### config.mk
export PLATFORM = sky130hd
export DESIGN_NAME = multicycle_controller
export DESIGN_NICKNAME = d
export VERILOG_FILES = /design/src/rtl/multicycle_controller.sv
export SDC_FILE = /design/constraint.sdc
export NUM_CORES = 1
export LEC_CHECK = 0
export ABC_CLOCK_PERIOD_IN_PS = 4900
export CORE_UTILIZATION = 51
export DETAILED_ROUTE_END_ITERATION = 8
export GPL_TIMING_DRIVEN = 0
export PLACE_DENSITY = 0.86
export SETUP_SLACK_MARGIN = 0.1
export SYNTH_ARGS = -nofsm -noshare
export SYNTH_HDL_FRONTEND = slang
export SYNTH_SLANG_ARGS = --single-unit
export TNS_END_PERCENT = 100
### constraint.sdc
create_clock -name clk -period 4.9 [get_ports clk]
set_clock_uncertainty 0.2 [all_clocks]
set_input_delay 1.47 -clock clk [delete_from_list [all_inputs] [get_ports clk]]
set_output_delay 1.47 -clock clk [all_outputs]
set_load 0.005 [all_outputs]
### src/rtl/multicycle_controller.sv
`default_nettype none
// ============================================================================
// Module      : multicycle_controller
// Description : Moore-FSM control unit for a multicycle RV32I datapath with
//               embedded ALU decoder, illegal-instruction trap and
//               retired-instruction counter.
// Revision    : 1.0 - initial release
// ============================================================================
module multicycle_controller #(
    parameter int ALU_W  = 3,
    parameter int EN_BNE = 0,
    parameter int CNT_W  = 32
) (
    input  logic             clk,
    input  logic             reset,
    input  logic [6:0]       op,
    input  logic [2:0]       funct3,
    input  logic             funct7b5,
    input  logic             Zero,
    output logic             PCWrite,
    output logic             AdrSrc,
    output logic             MemWrite,
    output logic             IRWrite,
    output logic             RegWrite,
    output logic [1:0]       ResultSrc,
    output logic [1:0]       ALUSrcA,
    output logic [1:0]       ALUSrcB,
    output logic [1:0]       ImmSrc,
    output logic [ALU_W-1:0] ALUControl,
    output logic             Trap,
    output logic [CNT_W-1:0] InstrRet
);

    typedef enum logic [3:0] {
        S_FETCH    = 4'd0,
        S_DECODE   = 4'd1,
        S_MEMADR   = 4'd2,
        S_MEMREAD  = 4'd3,
        S_MEMWB    = 4'd4,
        S_MEMWRITE = 4'd5,
        S_EXECUTER = 4'd6,
        S_EXECUTEI = 4'd7,
        S_ALUWB    = 4'd8,
        S_BRANCH   = 4'd9,
        S_JAL      = 4'd10,
        S_TRAP     = 4'd11
    } state_t;

    localparam logic [6:0] c_OP_LW  = 7'b0000011;
    localparam logic [6:0] c_OP_SW  = 7'b0100011;
    localparam logic [6:0] c_OP_R   = 7'b0110011;
    localparam logic [6:0] c_OP_I   = 7'b0010011;
    localparam logic [6:0] c_OP_BR  = 7'b1100011;
    localparam logic [6:0] c_OP_JAL = 7'b1101111;

    // Extended ALU set present only with a 4-bit ALUControl
    localparam bit c_EXT = (ALU_W >= 4);
    localparam bit c_BNE = (EN_BNE != 0);

    // Base codes are shared by both widths; extended codes only reachable when c_EXT
    localparam logic [ALU_W-1:0] c_ALU_ADD  = ALU_W'(0);
    localparam logic [ALU_W-1:0] c_ALU_SUB  = ALU_W'(1);
    localparam logic [ALU_W-1:0] c_ALU_AND  = ALU_W'(2);
    localparam logic [ALU_W-1:0] c_ALU_OR   = ALU_W'(3);
    localparam logic [ALU_W-1:0] c_ALU_XOR  = ALU_W'(4);
    localparam logic [ALU_W-1:0] c_ALU_SLT  = ALU_W'(5);
    localparam logic [ALU_W-1:0] c_ALU_SLTU = ALU_W'(6);
    localparam logic [ALU_W-1:0] c_ALU_SLL  = ALU_W'(7);
    localparam logic [ALU_W-1:0] c_ALU_SRL  = ALU_W'(8);
    localparam logic [ALU_W-1:0] c_ALU_SRA  = ALU_W'(9);

    state_t           r_state;
    state_t           w_next;
    logic [1:0]       w_alu_op;
    logic             w_pc_update;
    logic             w_branch;
    logic             w_take;
    logic             w_alu_f3_ok;
    logic             w_br_f3_ok;
    logic [CNT_W-1:0] r_instr_ret;

    // funct3 legality: the base ALU set covers 000/010/110/111, the extended set all eight
    assign w_alu_f3_ok = c_EXT || (funct3 == 3'b000) || (funct3 == 3'b010) ||
                         (funct3 == 3'b110) || (funct3 == 3'b111);
    assign w_br_f3_ok  = (funct3 == 3'b000) || (c_BNE && (funct3 == 3'b001));

    // bne inverts the sense of Zero; only beq/bne can reach BRANCH
    assign w_take   = funct3[0] ? ~Zero : Zero;
    assign PCWrite  = w_pc_update | (w_branch & w_take);
    assign InstrRet = r_instr_ret;

    // State register
    always_ff @(posedge clk) begin
        if (reset) r_state <= S_FETCH;
        else       r_state <= w_next;
    end

    // Retired-instruction counter, bumped when leaving a final state of an instruction
    always_ff @(posedge clk) begin
        if (reset) begin
            r_instr_ret <= '0;
        end else if ((r_state == S_MEMWB) || (r_state == S_MEMWRITE) ||
                     (r_state == S_ALUWB) || (r_state == S_BRANCH)) begin
            r_instr_ret <= r_instr_ret + CNT_W'(1);
        end
    end

    // Next-state logic and Moore outputs
    always_comb begin
        w_next      = r_state;
        w_pc_update = 1'b0;
        w_branch    = 1'b0;
        w_alu_op    = 2'b00;
        AdrSrc      = 1'b0;
        MemWrite    = 1'b0;
        IRWrite     = 1'b0;
        RegWrite    = 1'b0;
        ResultSrc   = 2'b00;
        ALUSrcA     = 2'b00;
        ALUSrcB     = 2'b00;
        Trap        = 1'b0;
        case (r_state)
            S_FETCH: begin
                IRWrite     = 1'b1;
                ALUSrcB     = 2'b10;
                ResultSrc   = 2'b10;
                w_pc_update = 1'b1;
                w_next      = S_DECODE;
            end
            S_DECODE: begin
                ALUSrcA = 2'b01;
                ALUSrcB = 2'b01;
                case (op)
                    c_OP_LW, c_OP_SW: w_next = S_MEMADR;
                    c_OP_R:           w_next = w_alu_f3_ok ? S_EXECUTER : S_TRAP;
                    c_OP_I:           w_next = w_alu_f3_ok ? S_EXECUTEI : S_TRAP;
                    c_OP_BR:          w_next = w_br_f3_ok ? S_BRANCH : S_TRAP;
                    c_OP_JAL:         w_next = S_JAL;
                    default:          w_next = S_TRAP;
                endcase
            end
            S_MEMADR: begin
                ALUSrcA = 2'b10;
                ALUSrcB = 2'b01;
                w_next  = op[5] ? S_MEMWRITE : S_MEMREAD;
            end
            S_MEMREAD: begin
                AdrSrc = 1'b1;
                w_next = S_MEMWB;
            end
            S_MEMWB: begin
                ResultSrc = 2'b01;
                RegWrite  = 1'b1;
                w_next    = S_FETCH;
            end
            S_MEMWRITE: begin
                AdrSrc   = 1'b1;
                MemWrite = 1'b1;
                w_next   = S_FETCH;
            end
            S_EXECUTER: begin
                ALUSrcA  = 2'b10;
                w_alu_op = 2'b10;
                w_next   = S_ALUWB;
            end
            S_EXECUTEI: begin
                ALUSrcA  = 2'b10;
                ALUSrcB  = 2'b01;
                w_alu_op = 2'b10;
                w_next   = S_ALUWB;
            end
            S_ALUWB: begin
                RegWrite = 1'b1;
                w_next   = S_FETCH;
            end
            S_BRANCH: begin
                ALUSrcA  = 2'b10;
                w_alu_op = 2'b01;
                w_branch = 1'b1;
                w_next   = S_FETCH;
            end
            S_JAL: begin
                ALUSrcA     = 2'b01;
                ALUSrcB     = 2'b10;
                w_pc_update = 1'b1;
                w_next      = S_ALUWB;
            end
            S_TRAP: begin
                Trap   = 1'b1;
                w_next = S_TRAP;
            end
            default: w_next = S_FETCH;
        endcase
    end

    // Immediate type straight from the opcode
    always_comb begin
        case (op)
            c_OP_SW:  ImmSrc = 2'b01;
            c_OP_BR:  ImmSrc = 2'b10;
            c_OP_JAL: ImmSrc = 2'b11;
            default:  ImmSrc = 2'b00;
        endcase
    end

    // ALU decoder
    always_comb begin
        ALUControl = c_ALU_ADD;
        case (w_alu_op)
            2'b01: ALUControl = c_ALU_SUB;
            2'b10: begin
                case (funct3)
                    3'b000: ALUControl = (op[5] & funct7b5) ? c_ALU_SUB : c_ALU_ADD;
                    3'b010: ALUControl = c_ALU_SLT;
                    3'b110: ALUControl = c_ALU_OR;
                    3'b111: ALUControl = c_ALU_AND;
                    3'b100: if (c_EXT) ALUControl = c_ALU_XOR;
                    3'b011: if (c_EXT) ALUControl = c_ALU_SLTU;
                    3'b001: if (c_EXT) ALUControl = c_ALU_SLL;
                    3'b101: if (c_EXT) ALUControl = funct7b5 ? c_ALU_SRA : c_ALU_SRL;
                    default: ALUControl = c_ALU_ADD;
                endcase
            end
            default: ALUControl = c_ALU_ADD;
        endcase
    end

endmodule
`default_nettype wire
==> metrics.md <==
| Metric | Value |
|---|---|
| CTS buffer count | `5` |
| Worst setup startpoint | `op[5]` |
| Compound-Gate Fraction of Synth Area | `0.1821` |
| Setup CP Type | `in -> out` |
| Post-synth EDFFs | `0` |
| GRT Util Overall | `0.2532` |
| Fmax | `0.2156 GHz` |
| Gr ovfl total | `0` |
| Height of the die | `66.11 um` |
| Drt drc | `0` |
| Clk buf depth | `2` |
| Area of the die | `4370 um^2` |
| Critical Path AT | `2970 ps` |
| Post-CTS Resized | `2` |
| Fin nets | `352` |
| Post-synthesis adder-cell area fraction | `0.01791` |
| Syn Nets | `283` |
| Max_cap viols | `0` |
| R2R Path Start | `InstrRet[19]` |
| Core Area | `3799 um^2` |
| Gpl congestion | `0.7816` |
| Post-synth top area cell | `dfxtp_1` |
| Power density cells | `320.8 nW/um^2` |
| Peak per-stage delay on the critical path | `590 ps` |
| Min Tclk post-route | `4638 ps` |
| # H-tree levels | `2` |
| Area Overhead vs Synth | `36.24%` |
| First-pass GRT wire length | `8569 um` |
| Worst hold start | `InstrRet[31]` |
| Ys Warns | `0` |
| CP delay by family, top | `buffers and inverters` |
| PortBufs | `62` |
| Vias in the first global route | `2016` |
| Hpwl dp | `3845 um` |
| Leakage | `0.0009171 uW` |
| ANT nets after route | `0` |
| Gate Count Post-Synth | `266` |
| Layout cells sized above 1 | `0.05373` |
| Row count | `22` |
| Routed len/inst | `13.71 um` |
| Min Hold Slack | `286.9 ps` |
| Area after DPL | `2776 um^2` |
| Starting density of the core | `0.5517` |
| Status | `complete, no violations` |
| Initial antenna violation count | `0` |
| Hold Violations, Final | `0` |
| Crit path cell chain | `clkdlybuf4s50_1 -> nand2b_1 -> nand2b_1 -> a21oi_1 -> clkdlybuf4s50_1` |
| Fin. max-slew vios | `0` |
| Crit path max fanout | `6` |
| Hold crit path type | `reg -> reg` |
| Synth Register Bits | `36` |
| Largest family of logic cells by synthesized area | `simple AND/OR/NAND/NOR gates` |
| Setup crit end kind | `primary output` |
| Distinct cell type count after synthesis | `40` |
| Post-CTS Setup Inserts | `0` |
| Area contributors post-synth | `dfxtp_1, a21oi_1, o31ai_1` |
| # setup viols final | `0` |
| Final instance area | `2855 um^2` |
| CTS Root Cell | `clkbuf_8` |
| Worst Setup Start Kind | `input port` |
| Clk_lat worst skew | `280 ps` |
| Drt first-iter violations | `196` |
| Post-synthesis sequential area ratio | `0.3439` |
| Worst path bufs/invs | `2` |
| Share of the synthesized area in the top cell type | `0.3439` |
| Routed vias | `2239` |
| Netlist Area Pre-Place | `2096 um^2` |
| Slowest-stage cell, CP | `clkdlybuf4s50_1` |
| FFs w/ async S/R, synth | `0` |
| RSZ-0062 raised after global routing | `false` |
| Die X | `66.11 um` |
| Vias per cell | `5.846` |
| Sum Neg Setup Slack | `0 ps` |
| Largest net degree at the start of global routing | `11` |
| Hold-fix buffers, CTS | `0` |
| Avg Cell Area, Syn | `7.879 um^2` |
| Worst-case vdd ir drop | `0.2466 mV` |
| Final core occ | `0.7516` |
| Final wirelength | `5251 um` |
| Relative slew slack | `0.6446` |
| I/O pin cnt | `63` |
| Required time of the critical path | `3230 ps` |
| Clk sinks | `36` |
| 1st-pass router iterations | `4` |
| Synth Area in Simple Gates | `0.3379` |
| Clock transition at path regs | `70 ps` |
| Total power | `916.0 uW` |
| Main synth FF type | `dfxtp_1` |
| Xor/xnor cell area share of the yosys netlist | `0.05910` |
| # diodes | `0` |
| Final Cycle Share | `0.9465` |
| Reg2reg setup slack | `2610 ps` |
| TritonCTS clock tree | `built` |
| Fraction of synthesized area in multiplexers | `0.01075` |
| Measured slew at the worst slew-check pin | `533.1 ps` |
## routing by layer
metal | global-route usage | wire, um | up-vias
li1 | - | - | 1126
met1 | 0.2866 | 2300 | 1026
met2 | 0.4719 | 2633 | 85
met3 | 0.05690 | 309 | 2
met4 | 0.06383 | 8 | 0
met5 | 0 | 0 | -
## path summary, 6_finish.rpt
kind / end / depth (start not counted)
worst max-delay path: ImmSrc[1] / 5
worst min-delay path: InstrRet[31] / 2
worst max register to register: InstrRet[30] / 5
worst min register to register: InstrRet[31] / 2
## synth_stat cells, types with 3 or more instances
| library cell | instances |
|---|---|
| dfxtp_1 | 36 |
| o21ai_0 | 7 |
| xnor2_1 | 6 |
| and4_1 | 4 |
| or4_1 | 17 |
| ha_1 | 3 |
| clkbuf_1 | 12 |
| xor2_1 | 5 |
| nor2b_1 | 3 |
| o31ai_1 | 17 |
| inv_1 | 9 |
| nand3_1 | 11 |
| nand2_1 | 17 |
| nor2_1 | 23 |
| nand2b_1 | 4 |
| or3_1 | 8 |
| and3_1 | 4 |
| a21oi_1 | 31 |
| nand4_1 | 14 |
| nor3_1 | 7 |
| nor3b_1 | 3 |
## tightest hold or removal path, stage by stage, from the launching register on
cell,delay [ps]
dfxtp_1,320
o31ai_1,70
a21oi_1,60
## sequential cells by signal, indices dropped and copies added (netlist names)
register,cells
InstrRet,32
r_state,4
## cell type report
class | instances | area [um^2]
Clock buffer | 6 | 72.57
Tap cell | 48 | 60.06
Timing Repair Buffer | 62 | 619.3
Clock inverter | 1 | 5.005
Fill cell | 304 | 943.4
Multi-Input combinational cell | 205 | 1276
Inverter | 9 | 33.78
Sequential cell | 36 | 720.7
Buffer | 16 | 67.56
## metrics by stage
stage                     cells  setup WS (ps)
after global placement      376         -57.82
after global routing        383          194.1
after detailed placement    376         -40.88
final                       383          262.2
after CTS                   383          264.3
after floorplan             266          960.5
## layout by cell type (no fill, tap or decap), drive strengths merged, types with 2 or more instances in the layout
cell	n
or4	18
xor2	6
nand3b	2
nand2b	4
nand4	14
o31ai	17
nand3	11
nand2	17
clkdlybuf4s50	61
a31o	2
or3	8
and3	4
or2	2
buf	3
mux2	2
a21oi	31
and4	4
nor3b	3
nor2	23
xnor2	6
nor2b	3
clkbuf	19
nor3	7
o21ai	7
ha	3
dfxtp	36
inv	9
nor4	2
## kinds of logic after synthesis
logic type / count (synthesis)
simple gates: 125
compound gates: 63
flops: 36
buf+inv: 25
xor+xnor: 12
fa+ha+maj: 3
mux: 2
## power by group
part           leakage (uW)  internal [uW]  switching (uW)  total (uW)
combinational      0.000585            205             190         395
sequential         0.000291            311            12.4         324
clock             0.0000410           96.6             101         197
(Power assumes the default switching activity.)
